`src/rtl/md5_padder.sv`:
```
// MD5 message padder: packs 32-bit little-endian beats into 512-bit blocks,
// appends the 0x80 marker, zero fill and 64-bit bit length, one pulse per block.
module md5_padder (
    input  logic         clk_i,
    input  logic         rst_i,
    input  logic         valid_i,
    input  logic [31:0]  data_i,
    input  logic         last_i,
    input  logic [2:0]   bytes_i,
    output logic         ready_o,
    output logic         valid_o,
    output logic [511:0] wb_o,
    output logic         last_o
);

    typedef enum logic [0:0] {
        ST_FILL  = 1'b0,
        ST_EXTRA = 1'b1
    } state_t;

    state_t         r_state;
    state_t         w_next_state;
    logic [3:0]     r_w;
    logic [60:0]    r_cnt;
    logic [31:0]    r_asm [16];
    logic           r_extra_p16;
    logic [511:0]   r_wb;
    logic           r_valid;
    logic           r_last;
    logic           r_ready;

    logic           w_acc;
    logic [2:0]     w_b;
    logic           w_b4;
    logic [31:0]    w_last_word;
    logic [31:0]    w_cur_word;
    logic [4:0]     w_p;
    logic [60:0]    w_cnt_new;
    logic [63:0]    w_len;
    logic [511:0]   w_data_blk;
    logic [511:0]   w_extra_blk;
    logic           w_len_fits;
    logic           w_emit;
    logic           w_emit_last;
    logic [511:0]   w_emit_blk;

    assign w_acc     = valid_i & r_ready;
    assign w_b4      = (w_b == 3'd4);
    assign w_p       = {1'b0, r_w} + {4'd0, w_b4};
    assign w_cnt_new = r_cnt + {58'd0, w_b};
    assign w_len     = {w_cnt_new, 3'b000};
    assign w_len_fits = (w_p <= 5'd13);
    assign w_cur_word = last_i ? w_last_word : data_i;

    assign ready_o = r_ready;
    assign valid_o = r_valid;
    assign wb_o    = r_wb;
    assign last_o  = r_last;

    // Clamp byte count and build the tail word with its 0x80 marker
    always_comb begin
        w_last_word = 32'd0;
        if (bytes_i > 3'd4) begin
            w_b = 3'd4;
        end else begin
            w_b = bytes_i;
        end
        for (int k = 0; k < 4; k++) begin
            if (3'(k) < w_b) begin
                w_last_word[8*k +: 8] = data_i[8*k +: 8];
            end else if (3'(k) == w_b) begin
                w_last_word[8*k +: 8] = 8'h80;
            end else begin
                w_last_word[8*k +: 8] = 8'h00;
            end
        end
    end

    // Block presented when the current beat closes a block (data or final)
    always_comb begin
        w_data_blk = 512'd0;
        for (int i = 0; i < 16; i++) begin
            if (5'(i) < {1'b0, r_w}) begin
                w_data_blk[32*i +: 32] = r_asm[i];
            end else if (5'(i) == {1'b0, r_w}) begin
                w_data_blk[32*i +: 32] = w_cur_word;
            end else if (last_i && w_b4 && (5'(i) == w_p)) begin
                w_data_blk[32*i +: 32] = 32'h0000_0080;
            end else begin
                w_data_blk[32*i +: 32] = 32'd0;
            end
        end
        if (last_i && w_len_fits) begin
            w_data_blk[14*32 +: 32] = w_len[31:0];
            w_data_blk[15*32 +: 32] = w_len[63:32];
        end else begin
            w_data_blk[14*32 +: 32] = w_data_blk[14*32 +: 32];
        end
    end

    // Padding-only block; the byte counter already holds the full length here
    always_comb begin
        w_extra_blk = 512'd0;
        if (r_extra_p16) begin
            w_extra_blk[31:0] = 32'h0000_0080;
        end else begin
            w_extra_blk[31:0] = 32'd0;
        end
        w_extra_blk[14*32 +: 32] = {r_cnt[28:0], 3'b000};
        w_extra_blk[15*32 +: 32] = r_cnt[60:29];
    end

    // State register
    always_ff @(posedge clk_i) begin
        if (rst_i) begin
            r_state <= ST_FILL;
        end else begin
            r_state <= w_next_state;
        end
    end

    // Next-state logic: EXTRA only when the length no longer fits
    always_comb begin
        w_next_state = r_state;
        case (r_state)
            ST_FILL: begin
                if (w_acc && last_i && !w_len_fits) begin
                    w_next_state = ST_EXTRA;
                end else begin
                    w_next_state = ST_FILL;
                end
            end
            ST_EXTRA: w_next_state = ST_FILL;
            default:  w_next_state = ST_FILL;
        endcase
    end

    // Output decode: which block to present next cycle and its last flag
    always_comb begin
        w_emit      = 1'b0;
        w_emit_last = 1'b0;
        w_emit_blk  = w_data_blk;
        case (r_state)
            ST_FILL: begin
                if (w_acc && last_i) begin
                    w_emit      = 1'b1;
                    w_emit_last = w_len_fits;
                end else if (w_acc && (r_w == 4'd15)) begin
                    w_emit      = 1'b1;
                    w_emit_last = 1'b0;
                end else begin
                    w_emit      = 1'b0;
                    w_emit_last = 1'b0;
                end
            end
            ST_EXTRA: begin
                w_emit      = 1'b1;
                w_emit_last = 1'b1;
                w_emit_blk  = w_extra_blk;
            end
            default: begin
                w_emit      = 1'b0;
                w_emit_last = 1'b0;
            end
        endcase
    end

    // Datapath: assembly buffer, word index, byte counter and output block
    always_ff @(posedge clk_i) begin
        if (rst_i) begin
            r_w         <= 4'd0;
            r_cnt       <= 61'd0;
            r_extra_p16 <= 1'b0;
            r_wb        <= 512'd0;
            r_valid     <= 1'b0;
            r_last      <= 1'b0;
            r_ready     <= 1'b1;
            for (int i = 0; i < 16; i++) begin
                r_asm[i] <= 32'd0;
            end
        end else begin
            r_valid <= w_emit;
            r_last  <= w_emit_last;
            r_ready <= (w_next_state == ST_FILL);
            if (w_emit) begin
                r_wb <= w_emit_blk;
            end
            if (r_state == ST_EXTRA) begin
                r_w   <= 4'd0;
                r_cnt <= 61'd0;
            end else if (w_acc && last_i) begin
                r_w         <= 4'd0;
                r_extra_p16 <= (w_p == 5'd16);
                if (w_len_fits) begin
                    r_cnt <= 61'd0;
                end else begin
                    r_cnt <= w_cnt_new;
                end
            end else if (w_acc) begin
                r_asm[r_w] <= data_i;
                r_cnt      <= r_cnt + 61'd4;
                r_w        <= r_w + 4'd1;
            end
        end
    end

endmodule
```
`config.mk`:
```
export PLATFORM = sky130hd
export DESIGN_NAME = md5_padder
export DESIGN_NICKNAME = d
export VERILOG_FILES = /design/src/rtl/md5_padder.sv
export SDC_FILE = /design/constraint.sdc
export NUM_CORES = 2
export LEC_CHECK = 0
export ABC_AREA = 1
export ABC_CLOCK_PERIOD_IN_PS = 2350
export BUFFER_PORTS_ARGS = -buffer_cell sky130_fd_sc_hd__buf_4
export CAP_MARGIN = 20
export CORE_MARGIN = 4
export CORE_UTILIZATION = 48
export CTS_BUF_LIST = sky130_fd_sc_hd__clkbuf_16
export CTS_CLUSTER_DIAMETER = 40
export DETAILED_ROUTE_END_ITERATION = 6
export HOLD_SLACK_MARGIN = 0.15
export MAX_ROUTING_LAYER = met4
export PLACE_DENSITY_LB_ADDON = 0.08
export SETUP_SLACK_MARGIN = 0.1
export SKIP_LAST_GASP = 1
export SLEW_MARGIN = 15
export SYNTH_ARGS = -nofsm -noshare
export SYNTH_HDL_FRONTEND = slang
export SYNTH_SLANG_ARGS = --single-unit
```
`constraint.sdc`:
```
create_clock -name clk_i -period 2.35 [get_ports clk_i]
set_input_delay 0.235 -clock clk_i [delete_from_list [all_inputs] [get_ports clk_i]]
set_output_delay 0.235 -clock clk_i [all_outputs]
set_load 0.1 [all_outputs]
```
==> impl_results.md <==
- Total die area: 102,000 um2
- Number of global-route vias before repair: 41,800
- Core Region: 95,300 um2
- Compound-Gate Fraction of Synth Area: 15.6%
- CTS sink cnt: 1,062
- FF/Latch Area: 26,100 um2
- Pwr dens: 778 nW/um2
- Sw power: 12.4 mW
- Htree depth: 4
- Gpl congestion: 1.02
- Slew Viols, Final: 0
- Total CTS buffers: 150
- Layout area overhead: 31.6%
- Post-Synth XOR/XNOR Area: 0.962%
- Largest net degree at the start of global routing: 180
- DP HPWL: 143,000 um
- Setup-failing EPs final: 0
- Ports: 554
- Root Buffer: clkbuf_16
- Combinational group share of total power: 9.1%
- Period utilization: 93.9%
- Ys Warns: 0
- # port buffers: 553
- Largest family of logic cells by synthesized area: simple AND/OR/NAND/NOR gates
- Crit path capture type: flop
- Clk_lat worst skew: 770 ps
- Min cycle time layout: 2210 ps
- Post-Syn Nets: 5,594
- CP Class: input pin to flop
- Multi-input logic area: 17,900 um2
- Routed vias/inst: 5.93
- Initial core utilization: 48.6%
- Synth Cell Area: 46,300 um2
- RSZ-0062 raised after global routing: yes
- Hold Worst Slack: 195 ps
- Drt total wl: 211,000 um
- Pre-antenna DRT Iters: 7
- Reg clk slew, reported paths: 60 ps
- CTS tree: done
- Hold Fails Final Rpt: 0
- Post-synth ARST share: 0%
- Total chip power: 47.4 mW
- Yosys reg bits: 1,062
- Post-synthesis cell type count: 53
- Die width: 319 um
- Drc violations: 2
- Worst-case clock skew: 26.2 ps
- Leak: 24.8 nW
- Sw Ratio: 26.2%
- Relative slew slack: 30.5%
- Internal power: 35.0 mW
- Share of cells above drive strength 1: 21.4%
- Sequential share of power: 42.3%
- Max_cap viols: 0
- Final nets: 6,373
- Critical Path Start Type: input pin
- Status: finished with violations
- Commonest non-fill, non-tap cells in the layout: nand2_1 (1,491), buf_4 (882), nor2_1 (684), dfxtp_1 (571), o21ai_0 (532)
- Routed Antenna Nets: 0
- EDFF count, synth: 480
- Via count: 45,800
- Syn avg cell area: 8.35 um2
- Fmax: 453 MHz
- Clock Tree Buf Depth: 3
- Commonest non-fill, non-tap cell in the layout: nand2_1
- Row cnt: 113
- WP data required: 3040 ps
- Worst-margin pin slew: 1040 ps
- Crit-path max FO: 10
- Fillers: 8,263
- Ys flop type: dfxtp_1
- Worst EP arrival: 2890 ps
- Synth Area in Adders: 0.313%
- Failing checks: DRC
- Die Ht: 319 um
- Gate Count Post-Synth: 5,544
- Average wire per standard cell: 27.4 um
- Initial antenna violation count: 15
- Mux contribution to synthesized area: 0%
- DRT iter0 DRCs: 6,571
- Clk network pwr share: 48.6%
- GRT Total Usage: 40.2%
- Gr ovfl total: 0
- First-pass GRT wire length: 292,000 um
- Worst Hold Class: input pin to flop
- Max IR drop VDD: 0.000708 V
- Seq/Total Area, Yosys: 56.3%
- Simple-gate share of the synthesized area: 21.0%
[per-stage QoR]
stage          instances  util (%)  cell area [um2]  setup slack, ps  setup TNS (ps)
2_1_floorplan       5544         -            46400              102               0
3_3_place_gp        7382      57.4            54700            -81.5            -729
3_5_place_dp        7382      57.4            54700            -97.6            -970
4_1_cts             7687      63.1            60100             91.0               0
5_1_grt             7719      64.0            60900             21.9               0
6_report            7722      64.0            61000              143               0
[per-layer routing]
layer	GRT usage [%]	vias to the layer above	wire length, um
met3	8.50	503	26900
met2	59.0	3219	92400
met4	16.2	0	10000
met5	-	-	0
li1	-	20100	-
met1	54.4	21900	81900
[final cells by class]
class                   instances  share of cell area, %
inverters                     269                   1.75
multi-input cells            3815                   29.3
well taps                    1265                   2.60
diodes                          6                 0.0246
repair inverters                2                 0.0287
clock buffers                 160                   6.57
flip-flops and latches       1062                   42.8
repair buffers               1023                   15.1
clock inverters               120                   1.84
[synthesized netlist by cell type, types with 6 or more instances]
cell type | instances | area, um2
a31oi_1 | 20 | 125
o21ai_1 | 80 | 400
nor2_4 | 6 | 67.6
nor2_1 | 703 | 2640
edfxtp_1 | 480 | 14400
a21oi_1 | 411 | 2060
o21ai_0 | 540 | 2700
xor2_1 | 37 | 324
buf_2 | 97 | 485
buf_4 | 19 | 143
nor2_2 | 13 | 81.3
nand4_1 | 19 | 119
xnor2_1 | 12 | 105
a22oi_1 | 113 | 848
inv_2 | 13 | 48.8
ha_1 | 10 | 125
nor3_1 | 8 | 40.0
nand2_2 | 6 | 37.5
o2111ai_1 | 10 | 87.6
clkbuf_1 | 273 | 1020
nand3_1 | 179 | 896
a22o_1 | 79 | 692
dfxtp_1 | 582 | 11700
a32o_1 | 6 | 60.1
o211ai_1 | 17 | 128
inv_1 | 252 | 946
nand2_1 | 1511 | 5670
[flip-flops by register name, indices dropped and copies added (netlist names)]
| register | count |
|---|---|
| wb_o | 512 |
| r_asm | 480 |
| r_cnt | 61 |
| r_w | 4 |
| last_o | 1 |
| r_extra_p16 | 1 |
| r_state | 1 |
| ready_o | 1 |
| valid_o | 1 |
[power by group through the flow]
stage | Combinational [mW] | Sequential (mW) | Clock (mW)
2_1_floorplan | 1.34 | 21.0 | 0
3_3_place_gp | 3.99 | 20.4 | 0
3_5_place_dp | 4.00 | 20.4 | 0
4_1_cts | 4.04 | 20.0 | 23.1
5_1_grt | 4.41 | 20.1 | 23.9
6_report | 4.32 | 20.0 | 23.0
[what timing repair did]
action / in CTS / in global routing
gates cloned: 0 / 16
hold buffers: 25 / 0
pin swaps: 0 / 23
gates resized for setup: 5 / 98
setup endpoints to repair: 9 / 523
hold endpoints to repair: 280 / 0
buffers inserted: 0 / 13
[kinds of logic (layout without fill, tap and decap cells)]
kind of cell	count (synthesis)	count (layout)
AOI/OAI and AO/OA	1292	1292
xor gates and xnor gates	50	50
adders and majority gates	11	11
buffers and inverters	667	1574
DFF	1062	1062
other	0	6
and+or+nand+nor	2462	2462
[worst max-delay path, cell delays in order]
cell,delay [ps]
dlygate4sd3_1,560
buf_4,180
buf_4,180
ha_1,220
nand2_2,160
xor2_2,190
nand3_2,160
a21oi_4,340
buf_4,200
buf_6,190
nand3_1,90
nand3_1,70
nand2_1,60
inv_1,50
[final timing paths]
| path | startpoint | to | slack, ps | depth (start not counted) |
|---|---|---|---|---|
| setup / recovery | bytes_i[2] | r_cnt[38]$_SDFFE_PP0P_ | 140 | 14 |
| hold / removal | data_i[6] | r_asm[7][6]$_SDFFCE_PN0P_ | 190 | 4 |
| setup reg to reg | r_cnt[8]$_SDFFE_PP0P_ | wb_o[463]$_SDFFE_PP0P_ | 150 | 10 |
| hold reg to reg | wb_o[495]$_SDFFE_PP0P_ | wb_o[495]$_SDFFE_PP0P_ | 460 | 2 |
Power figures use the tool's default switching activity.
